**config.mk**
```make
export PLATFORM = sky130hd
export DESIGN_NAME = serial_console_device
export DESIGN_NICKNAME = d
export VERILOG_FILES = /design/src/rtl/serial_pkg.sv /design/src/rtl/sync_fifo.sv /design/src/rtl/serial_console_device.sv
export SDC_FILE = /design/constraint.sdc
export NUM_CORES = 1
export LEC_CHECK = 0
export ABC_AREA = 1
export CELL_PAD_IN_SITES_DETAIL_PLACEMENT = 0
export CELL_PAD_IN_SITES_GLOBAL_PLACEMENT = 1
export CORE_MARGIN = 8
export CORE_UTILIZATION = 30
export CTS_CLUSTER_DIAMETER = 200
export DETAILED_ROUTE_END_ITERATION = 10
export HOLD_SLACK_MARGIN = 0.15
export PLACE_DENSITY = 0.62
export SYNTH_ARGS = -nofsm -noshare
export SYNTH_HDL_FRONTEND = slang
export SYNTH_HIERARCHICAL = 1
export SYNTH_SLANG_ARGS = --single-unit
```
**constraint.sdc**
```tcl
create_clock -name clock -period 2.9 [get_ports clock]
set_clock_uncertainty 0.15 [all_clocks]
set_input_delay 0.29 -clock clock [delete_from_list [all_inputs] [get_ports clock]]
set_output_delay 0.29 -clock clock [all_outputs]
set_load 0.01 [all_outputs]
```
**src/rtl/serial_pkg.sv**
```systemverilog
// Shared definitions for the serial console device: FSM encodings and default sizing.
// Latency: n/a (package only).
// Backpressure: n/a (package only).
package serial_pkg;

  localparam int DEF_CLKS_PER_BIT = 16;
  localparam int DEF_FIFO_DEPTH   = 4;

  // Both UART directions walk the same four phases of an 8N1 frame.
  typedef enum logic [1:0] {
    ST_IDLE  = 2'd0,
    ST_START = 2'd1,
    ST_DATA  = 2'd2,
    ST_STOP  = 2'd3
  } uart_state_t;

endpackage

```
**src/rtl/sync_fifo.sv**
```systemverilog
// Single-clock byte FIFO with wrap-bit pointers; head is presented combinationally (0 when empty).
// Latency: a pushed entry is visible at the head one cycle after the push edge.
// Backpressure: push while full is ignored unless a pop in the same cycle frees the slot.
module sync_fifo #(
  parameter int DEPTH = 4,
  parameter int WIDTH = 8
) (
  input  logic             clock,
  input  logic             reset,
  input  logic             push,
  input  logic [WIDTH-1:0] push_data,
  input  logic             pop,
  output logic [WIDTH-1:0] head_data,
  output logic             full,
  output logic             empty
);

  localparam int AW = (DEPTH > 1) ? $clog2(DEPTH) : 1;
  localparam logic [AW:0] PTR_ONE = (AW+1)'(1);

  logic [WIDTH-1:0] mem [DEPTH];
  logic [AW:0]      wr_ptr;
  logic [AW:0]      rd_ptr;
  logic             do_push;
  logic             do_pop;

  // Equal indices: the wrap bit tells full (differs) from empty (matches).
  assign empty     = (wr_ptr == rd_ptr);
  assign full      = (wr_ptr[AW] != rd_ptr[AW]) && (wr_ptr[AW-1:0] == rd_ptr[AW-1:0]);
  assign do_pop    = pop && !empty;
  assign do_push   = push && (!full || do_pop);
  assign head_data = empty ? '0 : mem[rd_ptr[AW-1:0]];

  // Pointer advance; reset empties the queue without touching storage.
  always_ff @(posedge clock) begin
    if (!reset) begin
      wr_ptr <= '0;
      rd_ptr <= '0;
    end else begin
      if (do_push) wr_ptr <= wr_ptr + PTR_ONE;
      if (do_pop)  rd_ptr <= rd_ptr + PTR_ONE;
    end
  end

  // Storage write; contents are don't-care until the pointers cover them.
  always_ff @(posedge clock) begin
    if (do_push) mem[wr_ptr[AW-1:0]] <= push_data;
  end

endmodule

```
**src/rtl/serial_console_device.sv**
```systemverilog
// CPU-facing byte port bridged to an 8N1 UART through TX and RX FIFOs, with sticky error flags.
// Latency: TX line drops 1 cycle after a byte is stored; RX byte lands 4+CLKS_PER_BIT/2+9*CLKS_PER_BIT cycles after start edge.
// Backpressure: serial_ready_out low when TX FIFO full (writes then dropped); RX bytes dropped when RX FIFO full.
module serial_console_device
  import serial_pkg::*;
#(
  parameter int CLKS_PER_BIT = DEF_CLKS_PER_BIT,
  parameter int FIFO_DEPTH   = DEF_FIFO_DEPTH
) (
  input  logic       clock,
  input  logic       reset,
  input  logic [7:0] serial_data_in,
  input  logic       serial_wren_in,
  input  logic       serial_rden_in,
  output logic [7:0] serial_data_out,
  output logic       serial_ready_out,
  output logic       serial_valid_out,
  output logic       uart_tx_out,
  input  logic       uart_rx_in,
  output logic       tx_overflow_out,
  output logic       rx_overflow_out,
  output logic       frame_err_out
);

  localparam int          CW       = $clog2(CLKS_PER_BIT);
  localparam logic [CW-1:0] CNT_ONE  = CW'(1);
  localparam logic [CW-1:0] BIT_LAST = CW'(CLKS_PER_BIT - 1);
  localparam logic [CW-1:0] HALF_LAST = CW'(CLKS_PER_BIT / 2 - 1);

  // TX side
  uart_state_t tx_state;
  logic [CW-1:0] tx_cnt;
  logic [2:0]  tx_bit;
  logic [7:0]  tx_shift;
  logic [7:0]  tx_head;
  logic        tx_full, tx_empty, tx_pop, tx_last, tx_drop;

  // RX side
  uart_state_t rx_state;
  logic [CW-1:0] rx_cnt;
  logic [2:0]  rx_bit;
  logic [7:0]  rx_shift;
  logic [1:0]  rx_sync;
  logic        rx_prev, rx_s, rx_push, rx_full, rx_empty, rx_drop;

  sync_fifo #(.DEPTH(FIFO_DEPTH), .WIDTH(8)) u_tx_fifo (
    .clock     (clock),
    .reset     (reset),
    .push      (serial_wren_in),
    .push_data (serial_data_in),
    .pop       (tx_pop),
    .head_data (tx_head),
    .full      (tx_full),
    .empty     (tx_empty)
  );

  sync_fifo #(.DEPTH(FIFO_DEPTH), .WIDTH(8)) u_rx_fifo (
    .clock     (clock),
    .reset     (reset),
    .push      (rx_push),
    .push_data (rx_shift),
    .pop       (serial_rden_in),
    .head_data (serial_data_out),
    .full      (rx_full),
    .empty     (rx_empty)
  );

  assign serial_ready_out = !tx_full;
  assign serial_valid_out = !rx_empty;
  assign tx_last = (tx_cnt == BIT_LAST);
  // Pop from idle, or at the very end of a stop bit so frames run back-to-back.
  assign tx_pop  = !tx_empty && ((tx_state == ST_IDLE) || ((tx_state == ST_STOP) && tx_last));
  // A full FIFO accepts only when the same cycle pops (TX pop / RX rden both need non-empty, implied by full).
  assign tx_drop = serial_wren_in && tx_full && !tx_pop;
  assign rx_drop = rx_push && rx_full && !serial_rden_in;
  assign rx_s    = rx_sync[1];

  // TX frame generator; uart_tx_out is a register so the line never glitches.
  always_ff @(posedge clock) begin
    if (!reset) begin
      tx_state    <= ST_IDLE;
      tx_cnt      <= '0;
      tx_bit      <= '0;
      tx_shift    <= '0;
      uart_tx_out <= 1'b1;
    end else begin
      case (tx_state)
        ST_IDLE: begin
          if (tx_pop) begin
            tx_state    <= ST_START;
            tx_cnt      <= '0;
            tx_shift    <= tx_head;
            uart_tx_out <= 1'b0;
          end
        end
        ST_START: begin
          if (tx_last) begin
            tx_state    <= ST_DATA;
            tx_cnt      <= '0;
            tx_bit      <= '0;
            uart_tx_out <= tx_shift[0];
            tx_shift    <= tx_shift >> 1;
          end else begin
            tx_cnt <= tx_cnt + CNT_ONE;
          end
        end
        ST_DATA: begin
          if (tx_last) begin
            tx_cnt <= '0;
            if (tx_bit == 3'd7) begin
              tx_state    <= ST_STOP;
              uart_tx_out <= 1'b1;
            end else begin
              tx_bit      <= tx_bit + 3'd1;
              uart_tx_out <= tx_shift[0];
              tx_shift    <= tx_shift >> 1;
            end
          end else begin
            tx_cnt <= tx_cnt + CNT_ONE;
          end
        end
        ST_STOP: begin
          if (tx_last) begin
            tx_cnt <= '0;
            if (tx_pop) begin
              tx_state    <= ST_START;
              tx_shift    <= tx_head;
              uart_tx_out <= 1'b0;
            end else begin
              tx_state <= ST_IDLE;
            end
          end else begin
            tx_cnt <= tx_cnt + CNT_ONE;
          end
        end
        default: tx_state <= ST_IDLE;
      endcase
    end
  end

  // Two-flop synchronizer plus one delayed copy for falling-edge detection; idle-high reset.
  always_ff @(posedge clock) begin
    if (!reset) begin
      rx_sync <= 2'b11;
      rx_prev <= 1'b1;
    end else begin
      rx_sync <= {rx_sync[0], uart_rx_in};
      rx_prev <= rx_s;
    end
  end

  // RX frame sampler: mid-start check rejects glitches, then one sample per bit period.
  always_ff @(posedge clock) begin
    if (!reset) begin
      rx_state      <= ST_IDLE;
      rx_cnt        <= '0;
      rx_bit        <= '0;
      rx_shift      <= '0;
      rx_push       <= 1'b0;
      frame_err_out <= 1'b0;
    end else begin
      rx_push <= 1'b0;
      case (rx_state)
        ST_IDLE: begin
          if (rx_prev && !rx_s) begin
            rx_state <= ST_START;
            rx_cnt   <= '0;
          end
        end
        ST_START: begin
          if (rx_cnt == HALF_LAST) begin
            rx_cnt   <= '0;
            rx_bit   <= '0;
            rx_state <= rx_s ? ST_IDLE : ST_DATA;
          end else begin
            rx_cnt <= rx_cnt + CNT_ONE;
          end
        end
        ST_DATA: begin
          if (rx_cnt == BIT_LAST) begin
            rx_cnt   <= '0;
            rx_shift <= {rx_s, rx_shift[7:1]};
            if (rx_bit == 3'd7) rx_state <= ST_STOP;
            else                rx_bit   <= rx_bit + 3'd1;
          end else begin
            rx_cnt <= rx_cnt + CNT_ONE;
          end
        end
        ST_STOP: begin
          if (rx_cnt == BIT_LAST) begin
            rx_cnt   <= '0;
            rx_state <= ST_IDLE;
            if (rx_s) rx_push       <= 1'b1;
            else      frame_err_out <= 1'b1;
          end else begin
            rx_cnt <= rx_cnt + CNT_ONE;
          end
        end
        default: rx_state <= ST_IDLE;
      endcase
    end
  end

  // Sticky overflow flags, cleared only by reset.
  always_ff @(posedge clock) begin
    if (!reset) begin
      tx_overflow_out <= 1'b0;
      rx_overflow_out <= 1'b0;
    end else begin
      if (tx_drop) tx_overflow_out <= 1'b1;
      if (rx_drop) rx_overflow_out <= 1'b1;
    end
  end

endmodule

```
==> Word-level counts from Yosys, hierarchy flattened <==
Memories as Yosys holds them, arrays and structs flattened. A register that Yosys moved wholly into a read port is not among the register bits.
Index checks and enable logic that the tools add are counted.
{ "op_classes": {"n_reduce_logical": 38, "bitwise_logic": 1, "eq_ne": 29, "mux": 52, "addsub": 8} }
{ "ops": {"columns": ["operator", "count"], "rows": [
  ["$mux W8", 7],
  ["$pmux W8 S4", 1],
  ["$mux W2", 15],
  ["$ne A2 B2 Y1 const B", 12],
  ["$mux W4", 5],
  ["$add A3 B1 Y3 const B", 6],
  ["$mux W3", 6],
  ["$pmux W2 S4", 2],
  ["$logic_and A1 B1 Y1", 13],
  ["$pmux W3 S2", 2],
  ["$pmux W4 S3", 1],
  ["$reduce_and A4 Y1", 3],
  ["$mux W1", 11],
  ["$reduce_and A5 Y1", 2],
  ["$reduce_and A3 Y1", 3],
  ["$add A4 B1 Y4 const B", 2],
  ["$eq A2 B2 Y1 const B", 4],
  ["$eq A4 B4 Y1 const B", 2],
  ["$pmux W4 S2", 1],
  ["$logic_not A1 Y1", 7],
  ["$eq A3 B3 Y1", 2],
  ["$eq A3 B3 Y1 const B", 2],
  ["$eq A2 B1 Y1 const B", 2],
  ["$eq A2 B2 Y1", 2],
  ["10 further kinds", 15]
]} }
{ "totals": {"inputBits": 13, "wordCells": 149, "output_inout_bits": 14, "register_bits": 54, "ramBits": 64, "n_memories": 2} }
{ "mem_list": {"columns": ["memory", "depth", "width", "rd", "rd_ports_with_merged_regs", "wr", "line_no", "text"], "rows": [
  ["u_rx_fifo.mem", 4, 8, 1, 1, 1, "sync_fifo.sv:21", "logic [WIDTH-1:0] mem [DEPTH];"],
  ["u_tx_fifo.mem", 4, 8, 1, 1, 1, "sync_fifo.sv:21", null]
]} }

==> Depth between registers and ports, before layout <==
{ "logic_depth": {"depth_word": 9, "mapped_depth": 15, "ltp_nobuf": 14} }

==> Hierarchy <==
Netlist, hierarchy kept.
{ "modules_own_cells": {"columns": ["module", "n_inst", "area_each_um2", "seq_area_each_um2", "cells_each"], "rows": [
  ["sync_fifo", 2, 1737.9, 1121.1, 160],
  ["serial_console_device", 1, 2064.5, 840.8, 274]
]} }

==> Worst setup path after synthesis <==
Ideal clock, no wire load.
{ "synth_timing": {"kind": "register -> register", "startpoint": "register u_tx_fifo.wr_ptr[1]", "endpoint": "memory u_tx_fifo.mem[0][0], enable pin", "n_path_buf": 1, "slack_ns": 0.513, "arrival_ns": 1.867, "setup_ns": 0.371, "t_required_ns": 2.379, "path_stages_with_launch": 14, "period_less_slack_ns": 2.387, "path_cell_list": "dfxtp_1 > inv_1 > nand2_1 > nand2_1 > nand3_2 > buf_6 > inv_2 > a21oi_1 > nand2_2 > inv_1 > inv_1 > nand4_2 > nand2_2 > nor2_1"} }
{ "synth_between": {"elab_chain_cells": 8, "word_cells_on_any_way": 11, "classes_between": "2 x eq/ne; 2 x mux; 7 x reduce/logical"} }
{ "synth_lines": {"columns": ["element", "line_no", "text"], "rows": [
  ["start, declared", "sync_fifo.sv:22", "logic [AW:0] wr_ptr;"],
  ["start signal, assigned", "sync_fifo.sv:40", "if (do_push) wr_ptr <= wr_ptr + PTR_ONE;"],
  ["$eq A3 B3 Y1", "sync_fifo.sv:28", "assign empty = (wr_ptr == rd_ptr);"],
  ["named net tx_empty", "serial_console_device.sv:36", "logic tx_full, tx_empty, tx_pop, tx_last, tx_drop;"],
  ["$logic_not A1 Y1", "serial_console_device.sv:72", "assign tx_pop = !tx_empty && ((tx_state == ST_IDLE) || ((tx_state == ST_STOP) && tx_last));"],
  ["$logic_and A1 B1 Y1", "serial_console_device.sv:72", null],
  ["named net tx_pop", "serial_console_device.sv:36", null],
  ["$logic_and A1 B1 Y1", "sync_fifo.sv:30", "assign do_pop = pop && !empty;"],
  ["$logic_or A1 B1 Y1", "sync_fifo.sv:31", "assign do_push = push && (!full || do_pop);"],
  ["$logic_and A1 B1 Y1", "sync_fifo.sv:31", null],
  ["$mux W1", "sync_fifo.sv:47", "if (do_push) mem[wr_ptr[AW-1:0]] <= push_data;"],
  ["$mux W1 (not written as such)", "sync_fifo.sv:47", null],
  ["end, declared", "sync_fifo.sv:21", null]
]} }
The timed path passes the listed nets, and every way through them passes these cells.

==> summary.txt <==
STA
  • WHS: 266 ps
  • Unrepaired setup endpoints after global routing: false
  • Minimum clock period after layout: 2540 ps
  • Slew Limit Headroom: 0.650
  • Final setup vio count: 0
  • Worst slew pin tran: 524 ps
  • Final hold viol count: 0
  • Setup_tns: 0 ps
  • Period utilization: 0.877
  • Fmax: 0.393 GHz
  • Max Transition Viols Final: 0

Power and ir drop
  • Final Total Pwr: 0.00541 W
  • VDD IR max: 0.000454 V
  • Power Dens Cells: 817 nW/um2
  • Switch share: 0.301
  • Cell Int Power: 0.00379 W
  • Clock share of power: 0.388
  • P_sw: 0.00163 W
  • Logic pwr share: 0.234
  • Share of power burned in registers: 0.379
  • Leak pwr: 2.64 nW

Cells and area
  • Share of cells above drive strength 1: 0.110
  • NumNets Final: 666
  • Leading cell types in the layout, fill and taps excluded: nor2_1, nand2_1, edfxtp_1, inv_1, dfxtp_1
  • Most common cell after layout, fill and taps aside: nor2_1
  • Ant. Diodes: 0
  • Area Growth Syn to Fin: 19.6%

Place
  • GP Congestion: 0.804
  • Post-DP HPWL: 7930 um
  • # port buffers: 26

Synth
  • Synthesized Nets: 627
  • Mapped Area: 5540 um2
  • Mean Syn Cell Area: 9.33 um2
  • Yosys reg bits: 122
  • Post-synthesis instance total: 594
  • Sequential element share of the synthesized area: 0.556
  • Synth area leader: edfxtp_1
  • YS warnings: 6
  • Leading post-synthesis cells by cell area: edfxtp_1, dfxtp_1, nor2_1, nand2_1, ha_1
  • Synth top area share: 0.347
  • Post-synth cell types: 37

Critical path
  • Largest stage delay, worst path: 530 ps
  • Cell Chain, Critical Path: buf_4 > nor2_1 > o32ai_1 > nand2_1 > inv_1 > clkdlybuf4s50_1
  • Crit Path Class: reg -> out
  • Setup crit end kind: output port
  • Worst path slowest cell: clkdlybuf4s50_1
  • Req. time, crit path: 2460 ps
  • CP arrival: 2100 ps
  • Top Family by Delay on Critical Path: buffers and inverters
  • Buf+Inv Stages, Crit Path: 3
  • CP Max Fanout: 10
  • Worst Setup Start Kind: register

Clocking
  • CTS resizes: 0
  • Num Clock Sinks: 122
  • # Post-CTS Setup Buffers: 0
  • Clk root buf: clkbuf_16
  • # hold bufs at CTS: 0
  • Clk_lat worst skew: 400 ps
  • H-tree depth: 4
  • Clock buffer count from CTS: 17
  • Max Root-Sink Buffers: 2
  • Clock transition at the registers of the reported paths: 50 ps
  • CTS tree: done

Drt
  • Drt wl/cell: 12.8 um
  • DR vias/cell: 4.47
  • DR iter-0 viols: 275
  • Vias after detailed routing: 3914
  • Final antenna-violating net count: 0
  • DR DRC count: 0
  • DRT Wirelength: 11200 um
  • DR pass1 iterations: 4

Global route
  • Wire length of the first global-routing pass: 18700 um
  • Pin count of the biggest net entering global routing: 30
  • Vias in the first global route: 3844
  • Global-route usage over all layers: 0.0996
  • Total grt overflow: 0
  • Initial antenna violation count: 0

Run status
  • Outcome: finished, final reports clean

Die
  • Initial Util: 0.307
  • # IOs: 27
  • Die height: 152 um
  • Die Area: 23100 um2
  • Core footprint: 18000 um2
  • Die X: 152 um
  • Rows: 49

Worst hold path
  • Tightest Hold Check Type: reg -> reg

Job
  • Max-cap violations: 0
[per-layer routing]
layer / wire length, um / global-route usage
met5: 0 / 0
met4: 191 / 0.0438
met3: 398 / 0.0330
met2: 5380 / 0.164
met1: 5260 / 0.116
[power groups by stage]
stage	Combinational (W)	Sequential [W]	Clock, W
floorplan	0.00110	0.00204	0
global placement	0.00126	0.00208	0
detailed placement	0.00127	0.00208	0
CTS	0.00127	0.00205	0.00216
global route	0.00144	0.00207	0.00223
finish	0.00127	0.00205	0.00210
[Yosys cell counts, drive strengths merged]
cell type	instances
nand4	2
nand3	29
clkinv	3
or2	2
a221oi	1
a21oi	32
nor2	110
o31ai	1
mux2i	7
xor2	6
a31oi	1
nor4	1
o32ai	16
ha	20
dfxtp	58
buf	17
o21a	1
nor3	3
o21ai	35
clkbuf	1
edfxtp	64
inv	71
xnor2	3
nand2	110
[worst paths after layout]
kind	from	to	slack, ps	cells after the start
worst min-delay path	rx_sync[0]	rx_sync[1]	270	1
worst max register to register	u_tx_fifo/wr_ptr[1]	u_tx_fifo/mem[1][6]	430	13
worst max-delay path	register	serial_data_out[4]	360	6
worst min register to register	rx_sync[0]	rx_sync[1]	270	1
[worst reg2reg max path: cells and delay by family (launching register included)]
family	cells	cell delay, ps
AO/OA/AOI/OAI	1	180
flip-flops	1	390
AND/OR/NAND/NOR	7	890
buffers and inverters	5	560
[stage by stage]
stage                     cells  area (um2)  utilization  setup WS [ps]
after floorplan             594        5540            -            513
after global placement      843        6040        0.335            550
after detailed placement    843        6040        0.335            444
after CTS                   875        6630        0.368            298
after global routing        875        6630        0.368            200
final                       875        6630        0.368            357
[final cells by class]
cell class	count	area (um2)
clock inverters	9	124
well taps	229	287
flip-flops and latches	122	3080
inverters	74	280
clock buffers	23	468
fillers	1809	11400
multi-input cells	380	2040
repair buffers	38	350
[registers in the layout (all words and copies together) (netlist names), 2 cells and up, named ones only]
| name | flops |
|---|---|
| tx_bit | 3 |
| tx_shift | 8 |
| tx_state | 2 |
| tx_cnt | 4 |
| u_rx_fifo/mem | 32 |
| u_tx_fifo/wr_ptr | 3 |
| rx_cnt | 4 |
| rx_bit | 3 |
| rx_shift | 8 |
| u_rx_fifo/wr_ptr | 3 |
| rx_sync | 2 |
| u_rx_fifo/rd_ptr | 3 |
| u_tx_fifo/rd_ptr | 3 |
| u_tx_fifo/mem | 32 |
[cells by family after synthesis]
| group | after synthesis | synth area share |
|---|---|---|
| xor+xnor | 9 | 0.0169 |
| flops | 122 | 0.556 |
| compound gates | 87 | 0.0933 |
| buf+inv | 92 | 0.0759 |
| fa+ha+maj | 20 | 0.0452 |
| mux | 7 | 0.0126 |
| simple gates | 257 | 0.200 |
Note: power is estimated with default switching activity, not from simulation.
